--- src/rtl/alu_32bit.sv ---
// Registered 32-bit MIPS ALU: AND/OR/ADD/SUB/SLT with carry, overflow and zero flags.
// Optional `ALU_EXT_OPS_EN enables XOR/NOR/SLTU on the otherwise reserved opcodes.
module alu_32bit (
  input  logic        clk,
  input  logic        rst_n,
  input  logic        in_valid,
  input  logic [31:0] A,
  input  logic [31:0] B,
  input  logic [2:0]  OP,
  output logic        out_valid,
  output logic [31:0] result,
  output logic        c_out,
  output logic        V,
  output logic        Z
);

  localparam logic [2:0] OP_AND = 3'b000;
  localparam logic [2:0] OP_OR  = 3'b001;
  localparam logic [2:0] OP_ADD = 3'b010;
  localparam logic [2:0] OP_XOR = 3'b011;
  localparam logic [2:0] OP_NOR = 3'b100;
  localparam logic [2:0] OP_SLTU = 3'b101;
  localparam logic [2:0] OP_SUB = 3'b110;
  localparam logic [2:0] OP_SLT = 3'b111;

  logic [32:0] sum;
  logic [32:0] diff;
  logic        v_add;
  logic        v_sub;

  // A single adder shape for both: subtraction is A + ~B + 1, carry-out means no borrow.
  assign sum   = {1'b0, A} + {1'b0, B};
  assign diff  = {1'b0, A} + {1'b0, ~B} + 33'd1;
  assign v_add = (A[31] == B[31]) && (sum[31] != A[31]);
  assign v_sub = (A[31] != B[31]) && (diff[31] != A[31]);

  logic [31:0] result_next;
  logic        c_next;
  logic        v_next;

  always_comb begin
    result_next = 32'd0;
    c_next      = 1'b0;
    v_next      = 1'b0;
    case (OP)
      OP_AND: result_next = A & B;
      OP_OR:  result_next = A | B;
      OP_ADD: begin
        result_next = sum[31:0];
        c_next      = sum[32];
        v_next      = v_add;
      end
      OP_SUB: begin
        result_next = diff[31:0];
        c_next      = diff[32];
        v_next      = v_sub;
      end
      OP_SLT: result_next = {31'd0, diff[31] ^ v_sub};
`ifdef ALU_EXT_OPS_EN
      OP_XOR:  result_next = A ^ B;
      OP_NOR:  result_next = ~(A | B);
      OP_SLTU: result_next = {31'd0, ~diff[32]};
`else
      OP_XOR, OP_NOR, OP_SLTU: result_next = 32'd0;
`endif
      default: result_next = 32'd0;
    endcase
  end

  // Result and flags only move on an accepted operation; otherwise they hold.
  always_ff @(posedge clk or negedge rst_n) begin
    if (!rst_n) begin
      out_valid <= 1'b0;
      result    <= 32'd0;
      c_out     <= 1'b0;
      V         <= 1'b0;
      Z         <= 1'b0;
    end else begin
      out_valid <= in_valid;
      if (in_valid) begin
        result <= result_next;
        c_out  <= c_next;
        V      <= v_next;
        Z      <= (result_next == 32'd0);
      end
    end
  end

endmodule

--- config.mk ---
export PLATFORM = sky130hd
export DESIGN_NAME = alu_32bit
export DESIGN_NICKNAME = d
export VERILOG_FILES = /design/src/rtl/alu_32bit.sv
export SDC_FILE = /design/constraint.sdc
export NUM_CORES = 1
export LEC_CHECK = 0
export BUFFER_PORTS_ARGS = -buffer_cell sky130_fd_sc_hd__buf_2
export CAP_MARGIN = 20
export CORE_MARGIN = 2
export CORE_UTILIZATION = 60
export CTS_BUF_LIST = sky130_fd_sc_hd__clkbuf_4 sky130_fd_sc_hd__clkbuf_8
export DETAILED_ROUTE_END_ITERATION = 7
export PLACE_DENSITY = 0.85
export RECOVER_POWER = 25
export SLEW_MARGIN = 10
export SYNTH_ARGS = -nofsm -noshare
export SYNTH_HDL_FRONTEND = slang
export SYNTH_SLANG_ARGS = --single-unit
--- constraint.sdc ---
create_clock -name clk -period 1.25 [get_ports clk]
set_input_delay 0.125 -clock clk [delete_from_list [all_inputs] [get_ports clk]]
set_output_delay 0.125 -clock clk [all_outputs]
set_load 0.05 [all_outputs]
==> qor.csv, run 1 <==
stage,metric,value,unit
placed_design,Final Wtd Congestion,1.06,
synth,share of the yosys chip area belonging to registers,0.131,
synth,Post-synth ARST share,1.00,
clock_tree,Root Driver,clkbuf_8,
floorplanning,I/O pin cnt,106,
synth,Netlist cell types,90,
run_status,outcome,stopped before the end,
synth,"Top FF cell, synth",dfrtp_1,
synth,"flops & latches, synth",36,
clock_tree,CTS H-tree lvls,2,
clock_tree,CTS Hold Bufs,1,
synth,syn nets,1127,
synth,Synth Area per Inst,7.24,µm²
synth,area of the mapped netlist,0.00687,mm²
clock_tree,PostCTS Resize Cnt,243,
floorplanning,Die Y,111,µm
clock_tree,TritonCTS Buffers,5,
run_status,Log Error,"[ERROR DPL-0038] Utilization greater than 100%, impossible to legalize",
floorplanning,FP Rows,39,
synth,Post-synth EDFFs,0,
synth,YS warnings,0,
clock_tree,Clock Tree Buf Depth,2,
clock_tree,buffers inserted by post-CTS timing repair,52,
floorplanning,Die X,111,µm
floorplanning,Initial Util,0.609,
run_status,Stopped at,4_1_cts,
synth,Syn Inst Count,948,
placed_design,Port-buffer cells,105,
placed_design,DP HPWL,25.5,mm
clock_tree,clk sinks,36,
## cell usage after synthesis (4+ instances only)
cell type    n  area [µm²]
o211ai_1    16         120
mux2i_1     11         110
a31o_2       4        35.0
nand2b_1    10        62.6
nor2_1     109         409
o21ai_0     55         275
o21a_1       6        45.0
nand4_1     19         119
buf_2       17        85.1
inv_1      102         383
and2_1       6        37.5
mux2_2      12         135
o31ai_1     13        97.6
ha_1       106        1330
a211oi_1    19         143
clkbuf_1    27         101
o21bai_1     6        45.0
a21o_1       9        67.6
a21oi_1     96         480
o22ai_1      6        37.5
a31oi_1     12        75.1
or3_1        8        50.1
and3_1       6        37.5
a21boi_0     4        30.0
xnor2_1     22         193
a221oi_1     6        52.6
o311ai_0     4        35.0
nand3_1     20         100
nor3_1      11        55.1
nand2_1     60         225
or4_1        4        30.0
dfrtp_1     36         901
o41ai_1      4        35.0
nor2b_1     11        68.8
nor4_1      10        62.6
## stage by stage
| step | setup slack, ns | util | area, µm² | std cells |
|---|---|---|---|---|
| 2_1_floorplan | -2.74 | - | 7140 | 948 |
| 3_5_place_dp | -3.48 | 0.894 | 10100 | 1476 |
| 3_3_place_gp | -3.11 | 0.894 | 10100 | 1476 |
## logic make-up after synthesis
family,synth area share
mux,0.0357
simple gates,0.205
compound gates,0.306
xor+xnor,0.0319
fa+ha+maj,0.202
buf+inv,0.0884
flops,0.131
==> run 2: changes to the inputs <==
Settings changed: CORE_UTILIZATION 60 to 40, CTS_BUF_LIST sky130_fd_sc_hd__clkbuf_4 sky130_fd_sc_hd__clkbuf_8 to not set, PLACE_DENSITY 0.85 to not set, PLACE_DENSITY_LB_ADDON set to 0.15.
==> qor.csv, run 2 <==
stage,metric,value,unit
grt,grt ovf,0,
detailed_routing,DRC,0,
detailed_routing,Detail Route Antenna Nets,0,
synth,largest family of logic cells by synthesized area,compound AO/OA/AOI/OAI gates,
timing,Final Skew,0,ns
run,number of max-cap violations,0,
synth,Syn Inst Count,948,
timing,Period minus WS final,4.13,ns
hold_path,Hold EP,result[1],
placed_design,Port-buffer cells,105,
critical_path,CP Data Required Time,1.44,ns
grt,vias in the first global route,9091,
run_status,failing checks,setup timing,
synth,Post-synth EDFFs,0,
floorplanning,FP Rows,47,
cells_and_area,"commonest non-fill, non-tap cell in the layout",buf_4,
placed_design,placed insts,1574,
timing,fmax,0.242,GHz
placed_design,Final Wtd Congestion,0.974,
critical_path,Worst Path Buf+Inv,3,
synth,top-count cell post-synth,nor2_1,
detailed_routing,Iter 0 DRT Violations,724,
floorplanning,die area,0.0182,mm²
synth,YS warnings,0,
hold_path,Worst Hold Path Cells,5,
synth,Netlist cell types,90,
critical_path,crit-path leading delay family,compound AO/OA/AOI/OAI gates,
critical_path,CP max FO,2,
synth,Synth Area per Inst,7.24,µm²
critical_path,Worst EP arrival,4.31,ns
timing,Final WS setup,-2.88,ns
cells_and_area,highest-count cells in the layout ignoring fill and taps,"buf_4, nor2_1, buf_2",
synth,Yosys top cell area share,0.193,
clock_tree,Worst-path clk slew,0.06,ns
synth,Simple-Gate Fraction of Synth Area,0.205,
timing,Max Slew Vio Count,0,
detailed_routing,drt first pass iters,6,
cells_and_area,layout cell share with drive strength beyond 1,0.536,
cells_and_area,synthesis-to-finish area growth,80.5,%
detailed_routing,via/cell ratio,5.67,
cells_and_area,Sequential cell area,901,µm²
pwr,PD cells,779,mW/mm²
clock_tree,clk sinks,36,
critical_path,r2r setup slk,0.34,ns
pwr,leak pwr,5.88,nW
synth,Post-synth ARST share,1.00,
synth,compound-gate portion of the synthesized area,0.306,
detailed_routing,final WL,31.0,mm
synth,"area leader, netlist",ha_1,
critical_path,WS Path Type,in2reg,
synth,xor-xnor portion of the synthesized cell area,0.0319,
detailed_routing,top sig layer,met4,
timing,final setup vio count,35,
timing,period utilisation layout,3.30,
pwr,VDD IR max,0.554,mV
floorplanning,Die X,135,µm
timing,worst relative slew slack,0.503,
clock_tree,CTS tree,built,
synth,mux cell area share after synthesis,0.0357,
synth,area of the mapped netlist,0.00687,mm²
synth,syn nets,1127,
placed_design,DP HPWL,23.1,mm
critical_path,Worst path max stage delay,0.47,ns
placed_design,pre-CTS WS,-3.48,ns
grt,first-pass GRT wire length,47.2,mm
hold_path,hold_sp,in_valid,
critical_path,"most used cell, CP",nand4_1,
critical_path,Crit Reg-Reg Endpoint,result[22],
floorplanning,Die Y,135,µm
floorplanning,core area,0.0167,mm²
detailed_routing,metal2 WL,14.5,mm
detailed_routing,routed len/inst,19.0,µm
synth,Adder-Cell Fraction of Synth Area,0.202,
cells_and_area,Multi-input gate area,0.00675,mm²
critical_path,critical path cell sequence,buf_6 -> inv_2 -> ha_4 -> inv_4 -> a2111oi_4 -> a21oi_4 -> a221oi_4 -> nand4_1 -> a31o_2 -> a21oi_2 -> o21bai_2 -> fa_1 -> a22o_1 -> o21ai_2 -> nand2_1 -> or4_4 -> nor4_2 -> nand4_1 -> nor4b_2 -> nand4_1 -> o41ai_2,
grt,largest net degree at the start of global routing,57,
critical_path,Slowest cell on crit path,fa_1,
cells_and_area,Final Net Count,1589,
cells_and_area,Post-Layout Cell Count,1631,
timing,RSZ-0062 raised after global routing,true,
run_status,outcome,"complete, but fails checks",
detailed_routing,total number of vias,9243,
cells_and_area,number of fill cells,1252,
timing,Final Hold Viols,0,
grt,initial antenna violation count,0,
clock_tree,CTS H-tree lvls,2,
detailed_routing,DRT met1 WL,12.7,mm
critical_path,Reg2Reg Depth,2,
synth,"Top FF cell, synth",dfrtp_1,
cells_and_area,max reg flops,32,
clock_tree,Clock Tree Buf Depth,2,
clock_tree,TritonCTS Buffers,5,
detailed_routing,wire length on met3,2.44,mm
cells_and_area,antenna cells,0,
synth,share of the yosys chip area belonging to registers,0.131,
synth,top cells by instance count after synthesis,"nor2_1, ha_1, inv_1",
hold_path,min-delay worst type,in2reg,
critical_path,Crit. End Element,flop,
timing,Slew @ Worst Pin,0.746,ns
grt,Total GRT Usage,0.326,
clock_tree,Worst-Skew Late Latency,0.28,ns
floorplanning,Initial Util,0.411,
critical_path,Reg-to-Reg Start,result[22],
critical_path,nature of the critical path startpoint,primary input,
synth,"flops & latches, synth",36,
clock_tree,Root Driver,clkbuf_16,
synth,dominant cells by area after synthesis,"ha_1, dfrtp_1, a21oi_1",
floorplanning,I/O pin cnt,106,
cells_and_area,Top reg by flops,result,
## run 2: cell counts after synthesis
Identical to the previous run, type by type.
## run 2: layout make-up
| type | count | share of cell area |
|---|---|---|
| well taps | 220 | 0.0222 |
| clock inverters | 3 | 0.00727 |
| repair buffers | 504 | 0.308 |
| flip-flops and latches | 36 | 0.0727 |
| clock buffers | 5 | 0.0101 |
| inverters | 105 | 0.0350 |
| multi-input cells | 758 | 0.545 |
## run 2: per-stage QoR
| stage | hold WS (ns) | cell area, µm² | power, W | util | TNS (ns) |
|---|---|---|---|---|---|
| after detailed placement | 0.101 | 10300 | 0.00652 | 0.618 | -56.86 |
| after floorplan | -0.171 | 7140 | 0.00425 | - | -32.92 |
| final | 0.305 | 12400 | 0.00966 | 0.742 | -41.94 |
| after global routing | 0.324 | 12400 | 0.0101 | 0.742 | -44.53 |
| after global placement | 0.0945 | 10300 | 0.00649 | 0.618 | -55.89 |
| after CTS | 0.335 | 12000 | 0.00926 | 0.721 | -40.78 |
## run 2: per-layer routing
| metal | vias to the layer above | track usage |
|---|---|---|
| li1 | 4315 | - |
| met4 | 0 | 0.111 |
| met5 | - | 0 |
| met3 | 107 | 0.0480 |
| met1 | 4345 | 0.413 |
| met2 | 476 | 0.567 |
## run 2: logic make-up after synthesis
group,count (synthesis)
AO/OA/AOI/OAI,311
multiplexers,23
adder cells (fa/ha/maj),109
buffers and inverters,154
flip-flops,36
AND/OR/NAND/NOR,290
XOR/XNOR,25
## run 2: worst max-delay path by stage
stage,cells after the start,to,start
floorplan,20,Z,B[1]
global placement,21,Z,A[1]
detailed placement,21,Z,A[1]
CTS,21,Z,A[5]
global route,21,Z,A[22]
finish,21,Z,A[4]
## run 2: repair_timing
action	in CTS	in global routing
buffers inserted	53	18
resized for setup	259	87
pin swaps	79	58
hold endpoints to repair	15	0
hold buffers	1	0
endpoints found under the setup margin	35	35
## run 2: power breakdown
group | switching, W | total, W | internal, W
Combinational | 0.00347 | 0.00636 | 0.00289
Clock | 0.000510 | 0.00186 | 0.00135
Sequential | 0.000114 | 0.00144 | 0.00133
Total | 0.00410 | 0.00966 | 0.00556
## run 2: worst min-delay path, delay by kind of cell
kind	cells	cell delay, ns
and+or+nand+nor	2	0.12
buffers and inverters	2	0.24
AOI/OAI and AO/OA	1	0.06
Power figures use the tool's default switching activity.
